File: src/rtl/instruction_fetch_unit_if.sv
`default_nettype none
// ============================================================================
// Module      : instruction_fetch_unit_if
// Description : Instruction-memory and control-unit handshake bundle for the
//               fetch unit.
// Revision    : 1.0 - initial release
// ============================================================================
interface instruction_fetch_unit_if #(
    parameter int PC_W = 8
) ();
    logic            imem_req;
    logic [PC_W-1:0] imem_addr;
    logic            imem_ack;
    logic [7:0]      imem_rdata;
    logic [7:0]      instr;
    logic [PC_W-1:0] instr_pc;
    logic            instr_valid;
    logic            instr_ready;
    logic [1:0]      pc_control;
    logic [PC_W-1:0] jump_target;
    logic            link_en;
    logic [PC_W-1:0] link_pc;
    logic            link_valid;
    logic            halted;

    // Fetch-unit view
    modport master (
        output imem_req, imem_addr, instr, instr_pc, instr_valid,
               link_pc, link_valid, halted,
        input  imem_ack, imem_rdata, instr_ready, pc_control,
               jump_target, link_en
    );

    // Memory / control-unit view
    modport slave (
        input  imem_req, imem_addr, instr, instr_pc, instr_valid,
               link_pc, link_valid, halted,
        output imem_ack, imem_rdata, instr_ready, pc_control,
               jump_target, link_en
    );
endinterface
`default_nettype wire

File: src/rtl/instruction_fetch_unit.sv
`default_nettype none
// ============================================================================
// Module      : instruction_fetch_unit
// Description : PC owner; fetches instruction words and hands them to the
//               control unit, applying its next-PC decision on accept.
// Revision    : 1.0 - initial release
// ============================================================================
module instruction_fetch_unit #(
    parameter int              PC_W     = 8,
    parameter logic [PC_W-1:0] RESET_PC = '0
) (
    input  wire logic                clk,
    input  wire logic                reset,
    instruction_fetch_unit_if.master bus
);
    localparam logic [PC_W-1:0] c_one = PC_W'(1);

    typedef enum logic [1:0] {
        IDLE = 2'd0,
        REQ  = 2'd1,
        HOLD = 2'd2,
        HALT = 2'd3
    } state_t;

    state_t          r_state;
    state_t          w_state_next;
    logic [PC_W-1:0] r_pc;
    logic [PC_W-1:0] w_pc_next;
    logic [7:0]      r_instr;
    logic [PC_W-1:0] r_instr_pc;
    logic [PC_W-1:0] r_link_pc;
    logic            r_link_valid;
    logic [PC_W-1:0] w_seq_pc;
    logic [PC_W-1:0] w_branch_pc;
    logic            w_accept;
    logic            w_capture;
    logic            w_link;

    assign w_accept    = (r_state == HOLD) && bus.instr_ready;
    assign w_capture   = (r_state == REQ) && bus.imem_ack;
    assign w_seq_pc    = r_instr_pc + c_one;
    // Branch offset is the signed 4-bit operand field
    assign w_branch_pc = w_seq_pc + {{(PC_W-4){r_instr[3]}}, r_instr[3:0]};
    assign w_link      = w_accept && (bus.pc_control == 2'b10) && bus.link_en;

    always_ff @(posedge clk or posedge reset) begin
        if (reset) begin
            r_state <= IDLE;
        end else begin
            r_state <= w_state_next;
        end
    end

    always_comb begin
        w_state_next = r_state;
        w_pc_next    = r_pc;
        case (r_state)
            IDLE: w_state_next = REQ;
            REQ: begin
                if (w_capture) begin
                    w_state_next = HOLD;
                end
            end
            HOLD: begin
                if (w_accept) begin
                    w_state_next = REQ;
                    case (bus.pc_control)
                        2'b00:   w_pc_next = w_seq_pc;
                        2'b01:   w_pc_next = w_branch_pc;
                        2'b10:   w_pc_next = bus.jump_target;
                        default: w_state_next = HALT;
                    endcase
                end
            end
            HALT:    w_state_next = HALT;
            default: w_state_next = IDLE;
        endcase
    end

    always_ff @(posedge clk or posedge reset) begin
        if (reset) begin
            r_pc         <= RESET_PC;
            r_instr      <= '0;
            r_instr_pc   <= '0;
            r_link_pc    <= '0;
            r_link_valid <= 1'b0;
        end else begin
            r_pc         <= w_pc_next;
            r_link_valid <= w_link;
            if (w_capture) begin
                r_instr    <= bus.imem_rdata;
                r_instr_pc <= r_pc;
            end
            if (w_link) begin
                r_link_pc <= w_seq_pc;
            end
        end
    end

    assign bus.imem_req    = (r_state == REQ);
    assign bus.imem_addr   = r_pc;
    assign bus.instr       = r_instr;
    assign bus.instr_pc    = r_instr_pc;
    assign bus.instr_valid = (r_state == HOLD);
    assign bus.link_pc     = r_link_pc;
    assign bus.link_valid  = r_link_valid;
    assign bus.halted      = (r_state == HALT);
endmodule
`default_nettype wire

File: src/flat_wrapper.sv
// flat-port wrapper written by rule: the top's interface ports become plain ports
module instruction_fetch_unit_flat 
#(
    parameter int              PC_W     = 8,
    parameter logic [PC_W-1:0] RESET_PC = '0
)
  (clk, reset, bus_imem_req, bus_imem_addr, bus_instr, bus_instr_pc, bus_instr_valid, bus_link_pc, bus_link_valid, bus_halted, bus_imem_ack, bus_imem_rdata, bus_instr_ready, bus_pc_control, bus_jump_target, bus_link_en);
  instruction_fetch_unit_if #(.PC_W(PC_W)) bus_i ();
  input  wire logic clk;
  input  wire logic reset;
  output wire logic [$bits(bus_i.imem_req)-1:0] bus_imem_req;
  output wire logic [$bits(bus_i.imem_addr)-1:0] bus_imem_addr;
  output wire logic [$bits(bus_i.instr)-1:0] bus_instr;
  output wire logic [$bits(bus_i.instr_pc)-1:0] bus_instr_pc;
  output wire logic [$bits(bus_i.instr_valid)-1:0] bus_instr_valid;
  output wire logic [$bits(bus_i.link_pc)-1:0] bus_link_pc;
  output wire logic [$bits(bus_i.link_valid)-1:0] bus_link_valid;
  output wire logic [$bits(bus_i.halted)-1:0] bus_halted;
  input wire logic [$bits(bus_i.imem_ack)-1:0] bus_imem_ack;
  input wire logic [$bits(bus_i.imem_rdata)-1:0] bus_imem_rdata;
  input wire logic [$bits(bus_i.instr_ready)-1:0] bus_instr_ready;
  input wire logic [$bits(bus_i.pc_control)-1:0] bus_pc_control;
  input wire logic [$bits(bus_i.jump_target)-1:0] bus_jump_target;
  input wire logic [$bits(bus_i.link_en)-1:0] bus_link_en;
  assign bus_imem_req = bus_i.imem_req;
  assign bus_imem_addr = bus_i.imem_addr;
  assign bus_instr = bus_i.instr;
  assign bus_instr_pc = bus_i.instr_pc;
  assign bus_instr_valid = bus_i.instr_valid;
  assign bus_link_pc = bus_i.link_pc;
  assign bus_link_valid = bus_i.link_valid;
  assign bus_halted = bus_i.halted;
  assign bus_i.imem_ack = bus_imem_ack;
  assign bus_i.imem_rdata = bus_imem_rdata;
  assign bus_i.instr_ready = bus_instr_ready;
  assign bus_i.pc_control = bus_pc_control;
  assign bus_i.jump_target = bus_jump_target;
  assign bus_i.link_en = bus_link_en;
  instruction_fetch_unit #(.PC_W(PC_W), .RESET_PC(RESET_PC)) u_core (.clk(clk), .reset(reset), .bus(bus_i));
endmodule
File: config.mk
export PLATFORM = sky130hd
export DESIGN_NAME = instruction_fetch_unit_flat
export DESIGN_NICKNAME = d
export VERILOG_FILES = /design/src/rtl/instruction_fetch_unit_if.sv /design/src/rtl/instruction_fetch_unit.sv /design/src/flat_wrapper.sv
export SDC_FILE = /design/constraint.sdc
export NUM_CORES = 1
export LEC_CHECK = 0
export BUFFER_PORTS_ARGS = -buffer_cell sky130_fd_sc_hd__buf_4
export CORE_MARGIN = 2
export CORE_UTILIZATION = 48
export CTS_BUF_LIST = sky130_fd_sc_hd__clkbuf_2 sky130_fd_sc_hd__clkbuf_4 sky130_fd_sc_hd__clkbuf_8
export DETAILED_ROUTE_END_ITERATION = 10
export GPL_TIMING_DRIVEN = 0
export PLACE_DENSITY = 0.78
export SETUP_SLACK_MARGIN = 0.4
export SKIP_CTS_REPAIR_TIMING = 1
export SYNTH_ARGS = -nofsm -noshare
export SYNTH_HDL_FRONTEND = slang
export SYNTH_SLANG_ARGS = --single-unit
export TNS_END_PERCENT = 10
File: constraint.sdc
create_clock -name clk -period 2.53 [get_ports clk]
set_clock_uncertainty 0.15 [all_clocks]
set_input_delay 0.253 -clock clk [delete_from_list [all_inputs] [get_ports clk]]
set_output_delay 0.253 -clock clk [all_outputs]
set_load 0.01 [all_outputs]
==> qor.txt <==
====================================================================================
Run status ............................................................ finished, final reports clean
Number of warnings printed during yosys synthesis .....................            0
Share of the cycle needed by the critical path after routing ..........        0.941
Number of nets in the layout ..........................................          290
Worst path bufs/invs ..................................................            1
Starting Density ......................................................        0.495
Reg-to-reg endpoint ................................................... u_core.bus.imem_addr[7]
Highest clock frequency the design can meet ...........................    0.420 GHz
CTS tree ..............................................................        built
Destination of the critical timing path ............................... u_core.bus.imem_addr[7]
Type of the setup path with the least slack ...........................      reg2reg
Ports .................................................................           59
Floorplan die width ...................................................      68.0 µm
Biggest fanout along the worst timing path ............................            7
Post-synth net total ..................................................          216
Critical Path End Type ................................................     register
Final Hold Fails ......................................................            0
Initial antenna violation count .......................................            0
H-Tree Level Count ....................................................            2
Kind of cell adding the most delay to the critical path ............... simple AND/OR/NAND/NOR gates
Leak Pwr ..............................................................      1.34 nW
Clk sinks .............................................................           35
DRT iter0 DRCs ........................................................           97
IO buf count ..........................................................           58
Height of the die .....................................................      68.0 µm
Cell type of the slowest stage on the worst timing path ...............      dfrtp_2
Most used cells in the layout excluding fill and tap cells ............ buf_4 (67), dfrtp_1 (29), mux2_2 (18), a21oi_1 (13), nand2_1 (13)
Number of register bits inferred by synthesis .........................           35
Ratio of cells with drive above 1 in the final layout .................        0.500
Sequence of cells on the critical path ................................ and3_4 > nand3_4 > xor2_4 > inv_2 > ha_4 > o21a_1 > or2_4 > and3_4 > mux2i_1 > a21oi_1
Drt wl/cell ...........................................................      15.5 µm
Commonest non-fill, non-tap cell in the layout ........................        buf_4
Type of the most critical hold path ...................................       in2reg
Clock-pin slew on the worst setup and hold paths ......................        70 ps
Unrepaired setup endpoints after global routing .......................          yes
Count of flip-flops with a built-in enable after synthesis ............            0
Site row count ........................................................           23
Placeable core region .................................................     3970 µm²
Count of vias placed by the detailed router ...........................         1608
Maximum root-to-sink buffer count .....................................            2
Total global routing overflow .........................................            0
Antenna diode count ...................................................            0
CP Launch Point ....................................................... u_core.bus.instr_pc[2]
Smallest hold slack ...................................................      48.8 ps
Origin of the critical flop-to-flop path .............................. u_core.bus.instr_pc[2]
Worst R2R Path Depth ..................................................           10
Placed instance area ..................................................     2520 µm²
Clock network latency to the later pin of the worst-skew pair .........       280 ps
Unique masters post-synth .............................................           41
Mapped Avg Cell Area ..................................................     10.9 µm²
Cell repeated most along the worst path ...............................       and3_4
Maximum number of pins on one net before global-route repair ..........           36
Most used DFF post-synth ..............................................      dfrtp_1
CP Launch Type ........................................................     register
Data arrival time of the critical path ................................      2400 ps
Max rail drop VDD .....................................................     0.634 mV
Worst setup slack after layout ........................................       150 ps
Worst Tran Pin Value ..................................................       725 ps
Max cap viols .........................................................            0
Via count of the first global-routing pass ............................         1496
Post-detailed-route count of antenna-violating nets ...................            0
Required time worst endpoint ..........................................      2550 ps
Weighted congestion at the end of routability-driven global placement .        0.785
Critical path's largest stage delay ...................................       480 ps
Global-route wire length before repair ................................      6990 µm
Max-slew headroom at the worst pin ....................................        0.516
Post-layout minimum cycle time ........................................      2380 ps
Startpoint of the lowest-slack hold path .............................. bus_imem_rdata[3]
Total Wirelength ......................................................      4750 µm
Non-Filler Cell Area, Final ...........................................     2800 µm²
DRC violations left ...................................................            0
HPWL after detailed placement .........................................      3430 µm
Pwr Density ...........................................................  1240 nW/µm²
DRT Pass-1 Iters ......................................................            4
Cts bufs inserted .....................................................            5
Fin. max-slew vios ....................................................            0
Die area ..............................................................     4620 µm²
Post-placement worst setup slack ......................................     -37.6 ps
Syn Std Cell Area .....................................................     1970 µm²
Proportion of synthesized chip area in sequential cells ...............        0.446
Slack of the worst reg-to-reg path ....................................       150 ps
Instance count of the mapped netlist ..................................          181
Area added between synthesis and finish ...............................        42.5%
Setup-failing EPs final ...............................................            0
Fraction of registers with async set/reset ............................         1.00
Number of vias per cell after detailed routing ........................         5.25
Aggregate global-route resource usage .................................        0.203
Buffer cell driving the clock tree root ...............................     clkbuf_8
Number of cells on the critical path ..................................           10
====================================================================================
[worst min-delay path by stage]
stage                            endpoint  slack (ps)  cells after the start
floorplan               u_core.r_state[0]         230                      1
global placement    u_core.bus.link_pc[1]         310                      2
detailed placement  u_core.bus.link_pc[0]         320                      2
CTS                   u_core.bus.instr[6]          40                      2
global route          u_core.bus.instr[3]          40                      2
finish                u_core.bus.instr[3]          50                      2
[per-stage QoR]
stage | power, mW | TNS (ps) | instances | util
3_3_place_gp | 2.75 | -2.74 | 289 | 0.635
5_1_grt | 3.73 | 0 | 306 | 0.705
2_1_floorplan | 2.17 | 0 | 181 | -
4_1_cts | 3.25 | -55.0 | 297 | 0.659
6_report | 3.48 | 0 | 306 | 0.705
3_5_place_dp | 2.81 | -37.6 | 289 | 0.635
[metal layers]
metal,share of wire,track usage,wire length (µm)
met1,0.43,0.262,2060
met2,0.52,0.342,2480
met3,0.033,0.0428,158
met4,0.012,0.0625,55
met5,0,0,0
[cells in the mapped netlist, drive strengths merged, types with 2 or more instances]
cell     count  share of area
dfrtp       35           0.45
mux2        18           0.10
a21oi       15          0.040
nand2       14          0.028
inv         12          0.023
o21ai       12          0.031
ha          11          0.070
nor2         8          0.015
xor2         8          0.036
a211oi       4          0.020
buf          4          0.018
nand3        4          0.010
a21o         3          0.011
a22o         3          0.013
a2111oi      2          0.022
a22oi        2         0.0076
and3         2         0.0064
clkbuf       2         0.0038
nand2b       2         0.0064
nand4        2         0.0064
o21a         2         0.0076
o22ai        2         0.0064
or2          2         0.0064
xnor2        2         0.0089
[report_power, final]
part	total, mW	switching (mW)	leakage, nW	internal [mW]
Sequential	1.07	0.272	0.432	0.797
Clock	0.435	0.204	0.0517	0.231
Combinational	1.98	0.889	0.855	1.09
Total	3.48	1.37	1.34	2.12
[logic make-up (layout without fill, tap and decap cells)]
group           Yosys count  after routing  share of synthesized area
compound gates           48             48                      0.172
simple gates             38             38                     0.0929
flops                    35             35                      0.446
mux                      19             19                      0.108
buf+inv                  18             93                     0.0446
fa+ha+maj                12             12                     0.0802
xor+xnor                 11             11                     0.0560
[flip-flops by register name, summed over array words and instances (netlist names)]
register               cells
u_core.bus.imem_addr       8
u_core.bus.instr           8
u_core.bus.instr_pc        8
u_core.bus.link_pc         8
u_core.bus.link_valid      1
u_core.r_state             2
[layout make-up]
class / instances / area, µm²
plain buffers: 6 / 42.5
clock buffers: 7 / 90.1
clock inverters: 1 / 5.00
fillers: 297 / 1170
inverters: 12 / 45.0
multi-input cells: 128 / 1170
flip-flops and latches: 35 / 883
well taps: 50 / 62.6
repair buffers: 67 / 505
Power figures use the tool's default switching activity.
